$ cat src/rtl/cp0_pkg.sv
// cp0_pkg: shared definitions for the coprocessor-0 interrupt/exception
// controller. Holds CP0 register numbers, field bit positions inside SR and
// Cause, the architectural exception codes, and the masks that describe
// which bits of each register can be written.
package cp0_pkg;

  // CP0 register numbers as seen on the 5-bit sel bus
  localparam logic [4:0] REG_SR    = 5'd12;
  localparam logic [4:0] REG_CAUSE = 5'd13;
  localparam logic [4:0] REG_EPC   = 5'd14;
  localparam logic [4:0] REG_PRID  = 5'd15;

  // SR field positions
  localparam int unsigned SR_IM_HI = 15;
  localparam int unsigned SR_IM_LO = 10;
  localparam int unsigned SR_EXL   = 1;
  localparam int unsigned SR_IE    = 0;

  // Cause field positions
  localparam int unsigned CAUSE_BD     = 31;
  localparam int unsigned CAUSE_EXC_HI = 6;
  localparam int unsigned CAUSE_EXC_LO = 2;

  // Architectural exception codes
  typedef enum logic [4:0] {
    EXC_INT  = 5'd0,
    EXC_ADEL = 5'd4,
    EXC_ADES = 5'd5,
    EXC_RI   = 5'd10,
    EXC_OV   = 5'd12
  } exc_code_e;

  // Software-visible bits of SR (IM, EXL, IE); everything else reads 0
  localparam logic [31:0] SR_MASK  = 32'h0000_FC03;
  // EPC is always word aligned
  localparam logic [31:0] EPC_MASK = 32'hFFFF_FFFC;

  // Resulting return address for a faulting/interrupted instruction:
  // a delay-slot instruction restarts at its branch.
  function automatic logic [31:0] epc_target(input logic [31:0] pc,
                                             input logic        bd);
    logic [31:0] addr;
    addr = bd ? (pc - 32'd4) : pc;
    return addr & EPC_MASK;
  endfunction

endpackage

$ cat src/rtl/cp0.sv
// cp0: coprocessor-0 interrupt/exception controller.
// Holds SR, Cause, EPC and PRId, serves mtc0/mfc0 accesses from the M stage,
// raises IntReq to redirect the pipeline to the handler and restores state
// on eret.
//
// Ports:
//   CLK_I    clock, all state changes on posedge
//   RST_I    synchronous active-high reset
//   sel      CP0 register number (12 SR, 13 Cause, 14 EPC, 15 PRId)
//   WE_I     mtc0 write strobe
//   DAT_I    mtc0 write data
//   DAT_O    mfc0 read data, combinational on sel, 0 for unmapped numbers
//   PC       PC of the instruction in M
//   BD       M instruction is in a branch delay slot
//   ExcIn    M instruction raised a synchronous exception
//   ExcCode  exception code accompanying ExcIn
//   HWInt    level-sensitive device interrupt lines (bit 0 = timer)
//   EXLClr   eret commits in M
//   IntReq   take exception/interrupt this cycle
//   EPC_O    current EPC (eret target)
//   ExcVec   handler entry address (constant)
module cp0
  import cp0_pkg::*;
#(
  parameter logic [31:0] PRID    = 32'h0000_4C34,
  parameter logic [31:0] HANDLER = 32'h0000_4180
) (
  input  logic        CLK_I,
  input  logic        RST_I,
  input  logic [4:0]  sel,
  input  logic        WE_I,
  input  logic [31:0] DAT_I,
  output logic [31:0] DAT_O,
  input  logic [31:0] PC,
  input  logic        BD,
  input  logic        ExcIn,
  input  logic [4:0]  ExcCode,
  input  logic [5:0]  HWInt,
  input  logic        EXLClr,
  output logic        IntReq,
  output logic [31:0] EPC_O,
  output logic [31:0] ExcVec
);

  // SR and EPC are kept as full words with their fixed-zero bits masked on
  // every write, so the read path is a plain word select.
  logic [31:0] sr_q;
  logic [31:0] epc_q;
  logic        cause_bd_q;
  logic [5:0]  ip_q;
  logic [4:0]  exc_q;

  logic        int_pend;
  logic        req;
  logic [31:0] cause_word;

  // Live HWInt is used here; the registered IP copy is for reads only.
  assign int_pend = (|(HWInt & sr_q[SR_IM_HI:SR_IM_LO])) & sr_q[SR_IE];
  assign req      = (int_pend | ExcIn) & ~sr_q[SR_EXL] & ~RST_I;

  assign IntReq = req;
  assign EPC_O  = epc_q;
  assign ExcVec = HANDLER;

  assign cause_word = {cause_bd_q, 15'b0, ip_q, 3'b0, exc_q, 2'b0};

  always_comb begin
    DAT_O = '0;
    case (sel)
      REG_SR:    DAT_O = sr_q;
      REG_CAUSE: DAT_O = cause_word;
      REG_EPC:   DAT_O = epc_q;
      REG_PRID:  DAT_O = PRID;
      default:   DAT_O = '0;
    endcase
  end

  always_ff @(posedge CLK_I) begin
    if (RST_I) begin
      sr_q       <= '0;
      epc_q      <= '0;
      cause_bd_q <= 1'b0;
      ip_q       <= '0;
      exc_q      <= '0;
    end else begin
      ip_q <= HWInt;
      if (req) begin
        // Entry: any mtc0 in this cycle is flushed, so writes are not
        // considered at all on this branch.
        sr_q[SR_EXL] <= 1'b1;
        cause_bd_q   <= BD;
        epc_q        <= epc_target(PC, BD);
        exc_q        <= int_pend ? EXC_INT : ExcCode;
      end else begin
        if (WE_I) begin
          case (sel)
            REG_SR:  sr_q  <= DAT_I & SR_MASK;
            REG_EPC: epc_q <= DAT_I & EPC_MASK;
            default: ;
          endcase
        end
        // Placed after the write so eret wins for the EXL bit only.
        if (EXLClr) sr_q[SR_EXL] <= 1'b0;
      end
    end
  end

endmodule

$ cat config.mk
export PLATFORM = sky130hd
export DESIGN_NAME = cp0
export DESIGN_NICKNAME = d
export VERILOG_FILES = /design/src/rtl/cp0_pkg.sv /design/src/rtl/cp0.sv
export SDC_FILE = /design/constraint.sdc
export NUM_CORES = 1
export LEC_CHECK = 0
export ABC_AREA = 1
export ABC_CLOCK_PERIOD_IN_PS = 2850
export BUFFER_PORTS_ARGS = -buffer_cell sky130_fd_sc_hd__buf_2
export CELL_PAD_IN_SITES_DETAIL_PLACEMENT = 1
export CELL_PAD_IN_SITES_GLOBAL_PLACEMENT = 1
export CORE_AREA = 5 5 112 114
export DETAILED_ROUTE_END_ITERATION = 10
export DIE_AREA = 0 0 117 119
export GPL_ROUTABILITY_DRIVEN = 1
export GPL_TIMING_DRIVEN = 0
export PLACE_DENSITY = 0.95
export RECOVER_POWER = 100
export SLEW_MARGIN = 20
export SYNTH_ARGS = -nofsm -noshare
export SYNTH_HDL_FRONTEND = slang
export SYNTH_SLANG_ARGS = --single-unit
$ cat constraint.sdc
create_clock -name CLK_I -period 2.85 [get_ports CLK_I]
set_input_delay 0.57 -clock CLK_I [delete_from_list [all_inputs] [get_ports CLK_I]]
set_output_delay 0.57 -clock CLK_I [all_outputs]
set_load 0.01 [all_outputs]
# Word level (Yosys, flattened, before mapping)
# Cells that the tools add are included.
# op_classes
add_sub_neg,1
n_eq_ne,4
n_mux,10
bitwise,8
n_reduce_logical,8
# op_table
cell,count
32-bit two-way mux,4
32-bit case mux with 4 select lines,1
32-bit by 3-bit subtractor with 32-bit output (second input constant),1
5-bit by 4-bit == test with 1-bit output (second input constant),4
6-bit AND,1
3-bit nonzero test,2
6-bit OR reduction,1
5-bit two-way mux,1
2-bit two-way mux,2
2-bit AND reduction,2
2-bit nonzero test,2
1-bit AND,3
1-bit NOT,3
3-bit AND reduction,1
1-bit two-way mux,2
1-bit OR,1
# word_totals
regBits,50
input_bits,86
out_inout_bits,97
word_cells,37

# Logic depth before layout (Yosys ltp)
# logic_depth
depth_word,8
depth_mapped,13
depth_no_buf,13

# Worst setup path before layout
# OpenSTA, ideal clock, no wires.
# synth_path
kind,input -> output
startpoint,in sel[3]
endpoint,out DAT_O[13]
arrival_time_ps,1400
setup_slack_ps,880
stages,7
path_buffers,1
path_cell_list,nand2_1 -> nor2_1 -> nand2_1 -> inv_1 -> clkbuf_1 -> nand2_1 -> o211ai_1
# synth_via
elab_chain_cells,2
# synth_rtl
element,line_no,source
"start, declared",cp0.sv:30,"input logic [4:0] sel,"
5-bit by 4-bit == test with 1-bit output,cp0.sv:69,case (sel)
32-bit case mux with 4 select lines *,cp0.sv:69,
"end, declared",cp0.sv:33,"output logic [31:0] DAT_O,"
# Every way passes the cells marked *; elsewhere a longest branch is shown, timed or not.

# Final worst setup path
# layout_path
startpoint,in sel[3]
endpoint,out DAT_O[8]
# Same word-level chain as after synthesis.

==> summary.md <==
| Metric | Value |
|---|---|
| Primary FF master, synth | dfxtp_1 |
| Routed WL | 14.40 mm |
| Seq/Total Area, Yosys | 27.43% |
| Final core area utilization | 41.73% |
| Worst Path Max Fanout | 10 |
| Cells after synthesis | 599 |
| Worst path depth | 8 |
| PnR worst setup slack | 0.1786 ns |
| Total CTS buffers | 5 |
| Global-route wire length before repair | between 20 and 25 mm |
| CTS Hold Bufs | 0 |
| Initial antenna violation count | 1 |
| Clock latency on the worst-skew pair | 0.29 ns |
| Overflow after GRT | 0 |
| Clock skew after layout | 0.004428 ns |
| R2R depth | 12 |
| CP max stage cell | clkbuf_1 |
| Mapped Avg Cell Area | approximately 6.1 sq um |
| Total number of vias | 4437 |
| Drt first pass iters | 4 |
| Top-count cell post-synth | nand2_1 |
| Overall Power | ~1.9 mW |
| Post-CTS sizing | 0 |
| CP endpoint | DAT_O[8] |
| Die X | ~120 um |
| Largest net degree at the start of global routing | 17 |
| Dpl hpwl | 12.06 mm |
| Fmax | 0.3743 GHz |
| Final Cycle Share | 93.73% |
| Setup bufs post-CTS | 0 |
| Slew HR | 56.70% |
| WP buf/inv | 4 |
| CTS Root Cell | clkbuf_16 |
| # DRC | 0 |
| Critical path class | input port to primary output |
| Drt wl/cell | 15.53 um |
| Max rail drop VDD | 0.2945 mV |
| Worst-path clk slew | 0.07 ns |
| Worst-Margin Slew | between 0.6 and 0.7 ns |
| Ports | roughly 180 |
| Seq pwr share | 41.1% |
| Antenna Cells | 0 |
| EDFF count, synth | 0 |
| P_leak | 2.196 nW |
| R2R Path Start | sr_q[14] |
| Fin nets | 870 |
| Slew Limit Fails | 0 |
| CTS tree | done |
| # setup viols final | 0 |
| # port buffers | 145 |
| Rows | 39 |
| DRT iter0 DRCs | 187 |
| Top cells by area, synth | dfxtp_1 (27%), nand2_1 (20%), nor2_1 (7.7%), buf_4 (7.0%), inv_1 (6.7%) |
| FFs w/ async S/R, synth | 0% |
| Die height | 119 um |
| R2R Path End | EPC_O[29] |
| # fillers | between 1500 and 2000 |
| Type of the most critical hold path | flop to flop |
| Final setup TNS | 0 ns |
| Worst setup SP type | input port |
| Source of the critical timing path | sel[3] |
| Power Density | 398.5 nW/um^2 |
| Clock tree buffer depth | 2 |
| Critical path's top delay family | buffers and inverters |
| Clock power share | 37.7% |
| Sw Ratio | between 20% and 30% |
| Via-to-Cell Ratio | 4.786 |
| Fin. Hold Viols | 0 |
| Starting Density | 32.24% |
| Switch Pwr | 0.5481 mW |
| Cell Area, Synth | 3650 sq um |
| Worst Path Required | 2.28 ns |
| Cell Chain, Critical Path | buf_2, nand2_1, nor2_1, nand2_1, clkbuf_1, clkbuf_2, nor2_1, clkbuf_1 |
| Die Area | 13920 sq um |
| Internal power | 1.335 mW |
| Final Wtd Congestion | about 0.96 |
| Vias in the first global route | 4438 |
| H-tree depth | 2 |
| GRT Util Overall | 20.29% |
| Largest area contributor in the netlist | dfxtp_1 |
| Yosys top cell area share | 27.43% |
| Critical Path Sink Type | primary output |
| Layout cells sized above 1 | ~20% |
| Status | completed |
| Synth Register Bits | 50 |
| RSZ-0062 raised after global routing | false |
| Logic pwr share | 21.2% |
| Min Hold Slack | 0.4680 ns |
| Area Overhead vs Synth | 29.45% |
| Crit-path max cell delay | approximately 0.53 ns |
| Synth Warn # | 0 |
| Core area | 11320 sq um |
| Number of max-cap violations | 0 |
| Clk sink count | 50 |
| Setup slack after placement | 0.1507 ns |
| Minimum clock period | 2.671 ns |
| Crit path DAT | roughly 2.1 ns |
| Count of cell types in the netlist | 37 |
| Post-synth top cells | nand2_1 (191), nor2_1 (75), inv_1 (65), dfxtp_1 (50), buf_4 (34) |
| Setup slack, reg-to-reg | 0.51 ns |
| Antenna-violating nets left | 0 |
-- worst reg2reg max path, delay by kind of cell, from the launching register on --
kind                   cells  cell delay, ns
flip-flops                 1            0.31
AO/OA/AOI/OAI              1            0.19
AND/OR/NAND/NOR            9            1.12
buffers and inverters      2            0.63
-- registers in the layout (all words and copies together), names as in the netlist --
name,count
exc_q,5
EPC_O,30
ip_q,6
sr_q,8
cause_bd_q,1
-- cells in the final DEF, fill, tap and decap left out, types with 2 or more instances in the layout --
| cell type | count |
|---|---|
| nor2_1 | 76 |
| o21ai_0 | 27 |
| a31oi_1 | 5 |
| o21bai_1 | 3 |
| buf_4 | 34 |
| inv_2 | 2 |
| a21oi_1 | 29 |
| o211ai_1 | 4 |
| clkbuf_16 | 5 |
| clkbuf_1 | 73 |
| xnor2_1 | 3 |
| o2111ai_1 | 3 |
| a32o_1 | 2 |
| nand4_1 | 12 |
| nand3_1 | 19 |
| nor2_4 | 5 |
| nand2_1 | 195 |
| and2_1 | 2 |
| a211oi_1 | 8 |
| dfxtp_1 | 50 |
| xor2_1 | 8 |
| conb_1 | 34 |
| nand2_2 | 2 |
| nor3_1 | 3 |
| nor2_2 | 10 |
| buf_2 | 91 |
| inv_1 | 65 |
-- kinds of logic after synthesis --
| kind of cell | synth area share (%) |
|---|---|
| AND/OR/NAND/NOR | 38.57 |
| buffers and inverters | 17.00 |
| AO/OA/AOI/OAI | 13.82 |
| flip-flops | 27.43 |
| XOR/XNOR | 2.640 |
| other | 0.2058 |
| adder cells (fa/ha/maj) | 0.3428 |
-- area by class of cell --
cell class	instances	area (sq um)	share of cell area, %
Clock buffer	6	138.9	2.940
Clock inverter	2	38.79	0.8210
Inverter	69	260.3	5.508
Tap cell	143	178.9	3.787
Multi-Input combinational cell	458	2117	44.81
Timing Repair Buffer	145	649.4	13.74
Buffer	54	340.3	7.203
Sequential cell	50	1001	21.19
-- metal layers --
| layer | up-vias | track usage [%] | part of all wire [%] |
|---|---|---|---|
| met5 | - | 0 | 0.049 |
| met4 | 2 | 3.871 | 1.5 |
| met3 | 16 | 4.564 | 7.3 |
| met2 | 134 | 36.56 | 50 |
| met1 | 2103 | 24.51 | 41 |
| li1 | 2182 | - | - |
-- stage by stage --
stage	instances	cell area, sq um
after global placement	919	4674
after detailed placement	919	4674
final	927	4725
after global routing	927	4725
after floorplan	631	3770
after CTS	927	4852
-- power by group through the flow --
stage / sequential (mW) / combinational, mW / clock (mW)
final: 0.773 / 0.400 / 0.710
after global routing: 0.778 / 0.447 / 0.750
after CTS: 0.772 / 0.413 / 0.722
after detailed placement: 0.788 / 0.410 / 0
after global placement: 0.786 / 0.399 / 0
after floorplan: 0.794 / 0.224 / 0
-- worst min path at each step --
stage                     startpoint  endpoint  depth (start not counted)
after floorplan             exc_q[2]  exc_q[2]                          2
after global placement      exc_q[3]  exc_q[3]                          2
after detailed placement    exc_q[4]  exc_q[4]                          2
after CTS                   exc_q[4]  exc_q[4]                          2
after global routing        exc_q[0]  exc_q[0]                          2
final                       exc_q[2]  exc_q[2]                          2
Power figures use the tool's default switching activity.
